### src/rtl/rvfi_commit_buffer.sv
// rvfi_commit_buffer: decouples ROB retirement from the RVFI port, numbers each
// commit and raises a sticky halt on a self-branch or a same-PC livelock.
module rvfi_commit_buffer #(
    parameter int DEPTH      = 8,
    parameter int LOOP_LIMIT = 2047
) (
    input  logic         clk,
    input  logic         rst,
    input  logic         in_valid,
    output logic         in_ready,
    input  logic [340:0] in_pkt,
    output logic         commit,
    output logic [63:0]  order,
    output logic [31:0]  rvfi_inst,
    output logic [31:0]  rvfi_pc_rdata,
    output logic [31:0]  rvfi_pc_wdata,
    output logic [4:0]   rvfi_rs1_addr,
    output logic [4:0]   rvfi_rs2_addr,
    output logic [31:0]  rvfi_rs1_rdata,
    output logic [31:0]  rvfi_rs2_rdata,
    output logic         rvfi_load_regfile,
    output logic [4:0]   rvfi_rd_addr,
    output logic [31:0]  rvfi_rd_wdata,
    output logic [31:0]  rvfi_mem_addr,
    output logic [3:0]   rvfi_mem_rmask,
    output logic [3:0]   rvfi_mem_wmask,
    output logic [31:0]  rvfi_mem_rdata,
    output logic [31:0]  rvfi_mem_wdata,
    output logic         rvfi_trap,
    output logic         halt,
    output logic         overflow_err
);
    localparam int AW = $clog2(DEPTH);
    localparam int PW = 313;
    localparam logic [10:0] LIM = 11'(LOOP_LIMIT);
    typedef enum logic [1:0] {RUN, HALTING, HALTED} state_t;

    state_t        state_q, state_d;
    logic [PW-1:0] mem_q [DEPTH];
    logic [PW-1:0] pkt_q, pkt_d, head;
    logic [AW:0]   wr_ptr_q, wr_ptr_d, rd_ptr_q, rd_ptr_d;
    logic [63:0]   seq_q, seq_d, order_q, order_d;
    logic [31:0]   prev_pc_q, prev_pc_d, head_inst, head_pc, head_npc;
    logic [10:0]   same_q, same_d;
    logic          commit_q, commit_d, halt_q, halt_d, ovf_q, ovf_d, sync_q;
    logic          full, empty, push, pop, trig;
    logic          unused_pad;

    // Payload is everything above the low pad bits of in_pkt.
    assign head       = mem_q[rd_ptr_q[AW-1:0]];
    assign head_inst  = head[312:281];
    assign head_pc    = head[280:249];
    assign head_npc   = head[248:217];
    assign empty      = wr_ptr_q == rd_ptr_q;
    assign full       = (wr_ptr_q ^ rd_ptr_q) == {1'b1, {AW{1'b0}}};
    assign in_ready   = sync_q & ~full & ~halt_q;
    assign push       = in_valid & in_ready;
    assign pop        = ~empty & ~halt_q;
    assign unused_pad = ^in_pkt[27:0];

    always_comb begin
        wr_ptr_d  = wr_ptr_q + {{AW{1'b0}}, push};
        rd_ptr_d  = rd_ptr_q + {{AW{1'b0}}, pop};
        pkt_d     = pop ? head : pkt_q;
        commit_d  = pop;
        order_d   = pop ? seq_q : order_q;
        seq_d     = seq_q + {63'd0, pop};
        prev_pc_d = pop ? head_pc : prev_pc_q;
        same_d    = !pop ? same_q : head_pc != prev_pc_q ? 11'd0 : same_q == LIM ? same_q : same_q + 11'd1;
        trig      = pop && ((head_inst == 32'h0000_0063 && head_npc == head_pc) || same_d == LIM);
        state_d   = state_q == RUN ? (trig ? HALTING : RUN) : HALTED;
        halt_d    = state_d != RUN;
        ovf_d     = ovf_q | (in_valid & full & ~halt_q);
    end

    always_ff @(posedge clk) begin
        if (push) mem_q[wr_ptr_q[AW-1:0]] <= in_pkt[340:28];
    end

    // sync_q releases in_ready one edge after reset deassertion.
    always_ff @(posedge clk or negedge rst) begin
        if (!rst) begin
            state_q   <= RUN;
            wr_ptr_q  <= '0;
            rd_ptr_q  <= '0;
            pkt_q     <= '0;
            commit_q  <= 1'b0;
            order_q   <= '0;
            seq_q     <= '0;
            prev_pc_q <= 32'h0000_0060;
            same_q    <= '0;
            halt_q    <= 1'b0;
            ovf_q     <= 1'b0;
            sync_q    <= 1'b0;
        end else begin
            state_q   <= state_d;
            wr_ptr_q  <= wr_ptr_d;
            rd_ptr_q  <= rd_ptr_d;
            pkt_q     <= pkt_d;
            commit_q  <= commit_d;
            order_q   <= order_d;
            seq_q     <= seq_d;
            prev_pc_q <= prev_pc_d;
            same_q    <= same_d;
            halt_q    <= halt_d;
            ovf_q     <= ovf_d;
            sync_q    <= 1'b1;
        end
    end

    assign {rvfi_inst, rvfi_pc_rdata, rvfi_pc_wdata, rvfi_rs1_addr, rvfi_rs2_addr,
            rvfi_rs1_rdata, rvfi_rs2_rdata, rvfi_load_regfile, rvfi_rd_addr, rvfi_rd_wdata,
            rvfi_mem_addr, rvfi_mem_rmask, rvfi_mem_wmask, rvfi_mem_rdata, rvfi_mem_wdata,
            rvfi_trap} = pkt_q;
    assign commit       = commit_q;
    assign order        = order_q;
    assign halt         = halt_q;
    assign overflow_err = ovf_q;
endmodule

### config.mk
export PLATFORM = sky130hd
export DESIGN_NAME = rvfi_commit_buffer
export DESIGN_NICKNAME = d
export VERILOG_FILES = /design/src/rtl/rvfi_commit_buffer.sv
export SDC_FILE = /design/constraint.sdc
export NUM_CORES = 2
export LEC_CHECK = 0
export ABC_CLOCK_PERIOD_IN_PS = 26800
export CAP_MARGIN = 10
export CORE_MARGIN = 2
export CORE_UTILIZATION = 30
export CTS_BUF_LIST = sky130_fd_sc_hd__clkbuf_8 sky130_fd_sc_hd__clkbuf_16
export DETAILED_ROUTE_END_ITERATION = 8
export SLEW_MARGIN = 30
export SYNTH_ARGS = -nofsm -noshare
export SYNTH_HDL_FRONTEND = slang
export SYNTH_SLANG_ARGS = --single-unit
### constraint.sdc
create_clock -name clk -period 26.8 [get_ports clk]
set_input_delay 5.36 -clock clk [delete_from_list [all_inputs] [get_ports clk]]
set_output_delay 5.36 -clock clk [all_outputs]
set_load 0.02 [all_outputs]
# After elaboration in Yosys (flattened, before gate mapping)
# Memory sizes are Yosys's and may differ from the RTL's.
# Cells that the tools add are included.
[classes]
n_bitwise = 11
muxes = 7
reduce_logical = 5
eq_ne = 7
addsub = 4
[ops]
columns = ["operator", "n"]
rows = [
  ["$add A64 B1 Y64", 1],
  ["$mux W11", 3],
  ["$eq A32 B32 Y1", 1],
  ["$eq A32 B7 Y1 const B", 1],
  ["$ne A32 B32 Y1", 1],
  ["$eq A11 B11 Y1 const B", 2],
  ["$add A11 B1 Y11 const B", 1],
  ["$add A4 B1 Y4", 2],
  ["$and A1 B1 Y1", 6],
  ["$eq A4 B4 Y1", 1],
  ["$eq A4 B4 Y1 const B", 1],
  ["$xor A4 B4 Y4", 1],
  ["$mux W1", 3],
  ["$not A1 Y1", 3],
  ["$logic_and A1 B1 Y1", 2],
  ["$logic_not A2 Y1", 1],
  ["$mux W2", 1],
  ["$reduce_bool A2 Y1", 1],
  ["$logic_or A1 B1 Y1", 1],
  ["$or A1 B1 Y1", 1],
]
[totals]
mem_count = 1
out_inout_bits = 381
ram_bits = 2504
regBits = 498
word_cells = 47
in_bits = 344
[mem_list]
columns = ["memory", "depth", "word_bits", "read_ports", "rd_ports_with_merged_regs", "write_ports", "line", "rtl"]
rows = [
  ["mem_q", 8, 313, 1, 0, 1, "39", "logic [PW-1:0] mem_q [DEPTH];"],
]

# Logic depth before layout (Yosys ltp)
[depth]
depth_word = 10
mapped_depth = 18
ltp_nobuf = 12

# Worst setup path after synthesis
# OpenSTA, ideal clock, no wires.
[synth_path]
kind = "input to register"
start = "input port in_valid"
end = "memory mem_q[0][0], enable pin"
setup_time_ps = 1371
n_path_buf = 0
required_time_ps = 25429
stages = 3
path_slack_ps = -1221
t_arrival_ps = 26651
cell_sequence = "and2_1 nand2b_1 nor3_1"
[synth_between]
elab_chain_cells = 3
[synth_rtl]
columns = ["element", "line", "rtl"]
rows = [
  ["from (decl)", "9", "input logic in_valid,"],
  ["$and A1 B1 Y1", "57", "assign push = in_valid & in_ready;"],
  ["$mux W1", "77", "if (push) mem_q[wr_ptr_q[AW-1:0]] <= in_pkt[340:28];"],
  ["$mux W1 (not written as such)", "77", ""],
  ["to (decl)", "39", ""],
]
# No other way between the ends.

# Worst setup path after layout
[layout_path]
start = "input port in_valid"
end = "memory mem_q[6][62], enable pin"
# The elaborated chain is that of the path after synthesis.

==> metrics <==
post-synth cell types=62; die height=615.8 µm; CP Class=primary input to flip-flop; WHS=0.4633 ns; CTS Hold Bufs=0; Horiz. Die Dim=615.8 µm; Clock Path Buffers=4; status=complete, no violations; DR DRC count=0; HP Class=flip-flop to flip-flop; IO Port Bufs=696; Area growth syn-to-layout=20.92%; clock buffer count from CTS=319; initial core utilization=30.15%; GRT Total Usage=14.37%; leakage power=45.34 nW; ys flop type=edfxtp_1; DP HPWL=164400 µm; Top Ports=725; Crit. End Element=flip-flop; RSZ-0062 raised after global routing=false; Filler Cells Inserted=34040; Setup TNS Final=0 ns; largest net degree at the start of global routing=197; Max FO, Critical Path=51; core area=0.3725 mm²; nature of the critical path startpoint=primary input; Worst Setup EP=mem_q[6][62]; nets@finish=6726; Worst VDD drop=0.07638 mV; grt ovf=0; vias in the first global route=57620; minimum clock period=9.177 ns; top post-synthesis cells by area=edfxtp_1 67%, mux4_2 12%, dfrtp_1 10%; yosys warns=0; most frequent cells in the layout=2504 x edfxtp_1, 695 x clkdlybuf4s50_1, 610 x mux4_2; worst skew pair latency=0.94 ns; root buf cell=clkbuf_16; die area=0.3792 mm²; slew margin rel.=27.23%; routed vias/inst=4.763; proportion of layout cells with a drive suffix above 1=18.18%; Max Slew Vio Count=0; ys async rst share=15.75%; worst r2r src=rd_ptr_q[2]; period utilization=34.24%; post-synthesis sequential area ratio=77.39%; Design Area, Final=0.1358 mm²; maxcap violations=0; cell accounting for the most synthesized area=edfxtp_1; Post-CTS Setup Bufs=0; CTS sink count=2972; post-placement cell area=0.1251 mm²; Vias=55460; Antenna Nets Post-Route=0; crit path launch=in_valid; Worst R2R Setup Slack=20.48 ns; Mapped Cells=5555; FP Rows=224; Post-synth EDFFs=2504; first-pass GRT wire length=406500 µm; drt first pass iters=7; post-synth net total=5906; Synth Register Bits=2972; Final setup violation count=0; CTS tree=done; Power Density=107.8 mW/mm²; WL/cell=23.91 µm; Post-Route WL=278400 µm; post-layout util=36.45%; initial antenna violation count=76; max frequency=0.1090 GHz; most common cell after layout, fill and taps aside=edfxtp_1; Final Hold Fails=0; Final Skew=0.08597 ns; PostCTS Resize Cnt=0; Yosys top cell area share=66.96%; syn_area_per_cell=20.21 µm²; reg-to-reg endpoint=halt; clk slew on worst S/H paths=0.06 ns; RD Place Congestion=0.7632; CTS H-tree depth=5; slew of the pin with the lowest slew margin=1.092 ns; Initial DRC Count=4608; data required time of the worst path=27.31 ns; Critical Path AT=9.69 ns; R2R depth=10; netlist area before placement=0.1123 mm²
synth_stat cells, drive strengths merged, types with 7 or more instances:
cell type,number
nand4,23
edfxtp,2504
and4,8
nor4,14
xor2,45
mux4,610
nor3,14
mux2i,341
inv,12
xnor2,96
o21ai,315
dfrtp,466
nand3,34
ha,7
a21oi,15
a31oi,7
clkbuf,141
and3,19
buf,162
a22oi,14
nor2,60
nand2,578
state kept, by name, summed over array words and instances, names as in the netlist:
| register | count |
|---|---|
| halt | 1 |
| rd_ptr_q | 4 |
| order | 64 |
| same_q | 11 |
| mem_q | 2504 |
| pkt_q | 313 |
| wr_ptr_q | 4 |
| seq_q | 64 |
| prev_pc_q | 2 |
| sync_q | 1 |
| commit | 1 |
| overflow_err | 1 |
| state_q | 2 |
how the worst min path moves through the flow:
stage / start / slack (ns) / cells past startpoint / to
2_1_floorplan: state_q[0] / 0.43 / 1 / state_q[1]
3_3_place_gp: state_q[0] / 0.44 / 1 / state_q[1]
3_5_place_dp: state_q[0] / 0.45 / 1 / state_q[1]
4_1_cts: state_q[0] / 0.46 / 1 / state_q[1]
5_1_grt: state_q[0] / 0.47 / 1 / state_q[1]
6_report: state_q[0] / 0.46 / 1 / state_q[1]
layout make-up:
cell class                      instances  area [µm²]  share of cell area (%)
Inverter                               12       47.55                 0.03502
Antenna cell                           27       67.56                 0.04976
Clock inverter                        238        2059                   1.517
Multi-Input combinational cell       2268       23970                   17.65
Timing Repair Buffer                  802        8051                   5.930
Sequential cell                      2972       86920                   64.01
Clock buffer                          353        8451                   6.224
Tap cell                             4972        6221                   4.582
metrics by stage:
stage / std cells / worst slack, ns / power, mW
global route: 11640 / 17.53 / 15.33
global placement: 11020 / 16.42 / 10.47
detailed placement: 11020 / 16.66 / 10.53
CTS: 11610 / 17.66 / 14.87
finish: 11640 / 17.62 / 14.64
floorplan: 5555 / 7.191 / 8.959
cells by family after synthesis:
kind of cell             count (synthesis)  share of synthesized area (%)
adder cells (fa/ha/maj)                  7                        0.07799
flip-flops                            2972                          77.39
other                                    1                       0.003340
XOR/XNOR                               141                          1.100
AND/OR/NAND/NOR                        780                          2.919
buffers and inverters                  315                          1.336
multiplexers                           953                          15.30
AO/OA/AOI/OAI                          386                          1.865
per-layer routing:
layer / wire, µm / vias to the layer above / GRT usage, %
met5: 143 / - / 0
li1: - / 23800 / -
met4: 8417 / 22 / 4.469
met1: 114200 / 29640 / 18.28
met2: 142900 / 1502 / 25.19
met3: 12630 / 499 / 2.131
report_power, final:
part / leakage (nW) / total (mW) / internal, mW / switching (mW)
clock network: 5.44 / 4.30 / 2.44 / 1.85
logic: 11.5 / 4.34 / 1.90 / 2.45
registers: 28.4 / 6.00 / 5.65 / 0.348
total: 45.3 / 14.6 / 9.99 / 4.65
critical path, cell delays in order:
cell,delay (ns)
clkdlybuf4s50_1,0.48
and2_1,0.32
nand2b_1,0.31
nor2_4,0.35
buf_4,0.70
buf_6,0.65
buf_4,0.62
buf_4,0.67
Note: power is estimated with default switching activity, not from simulation.
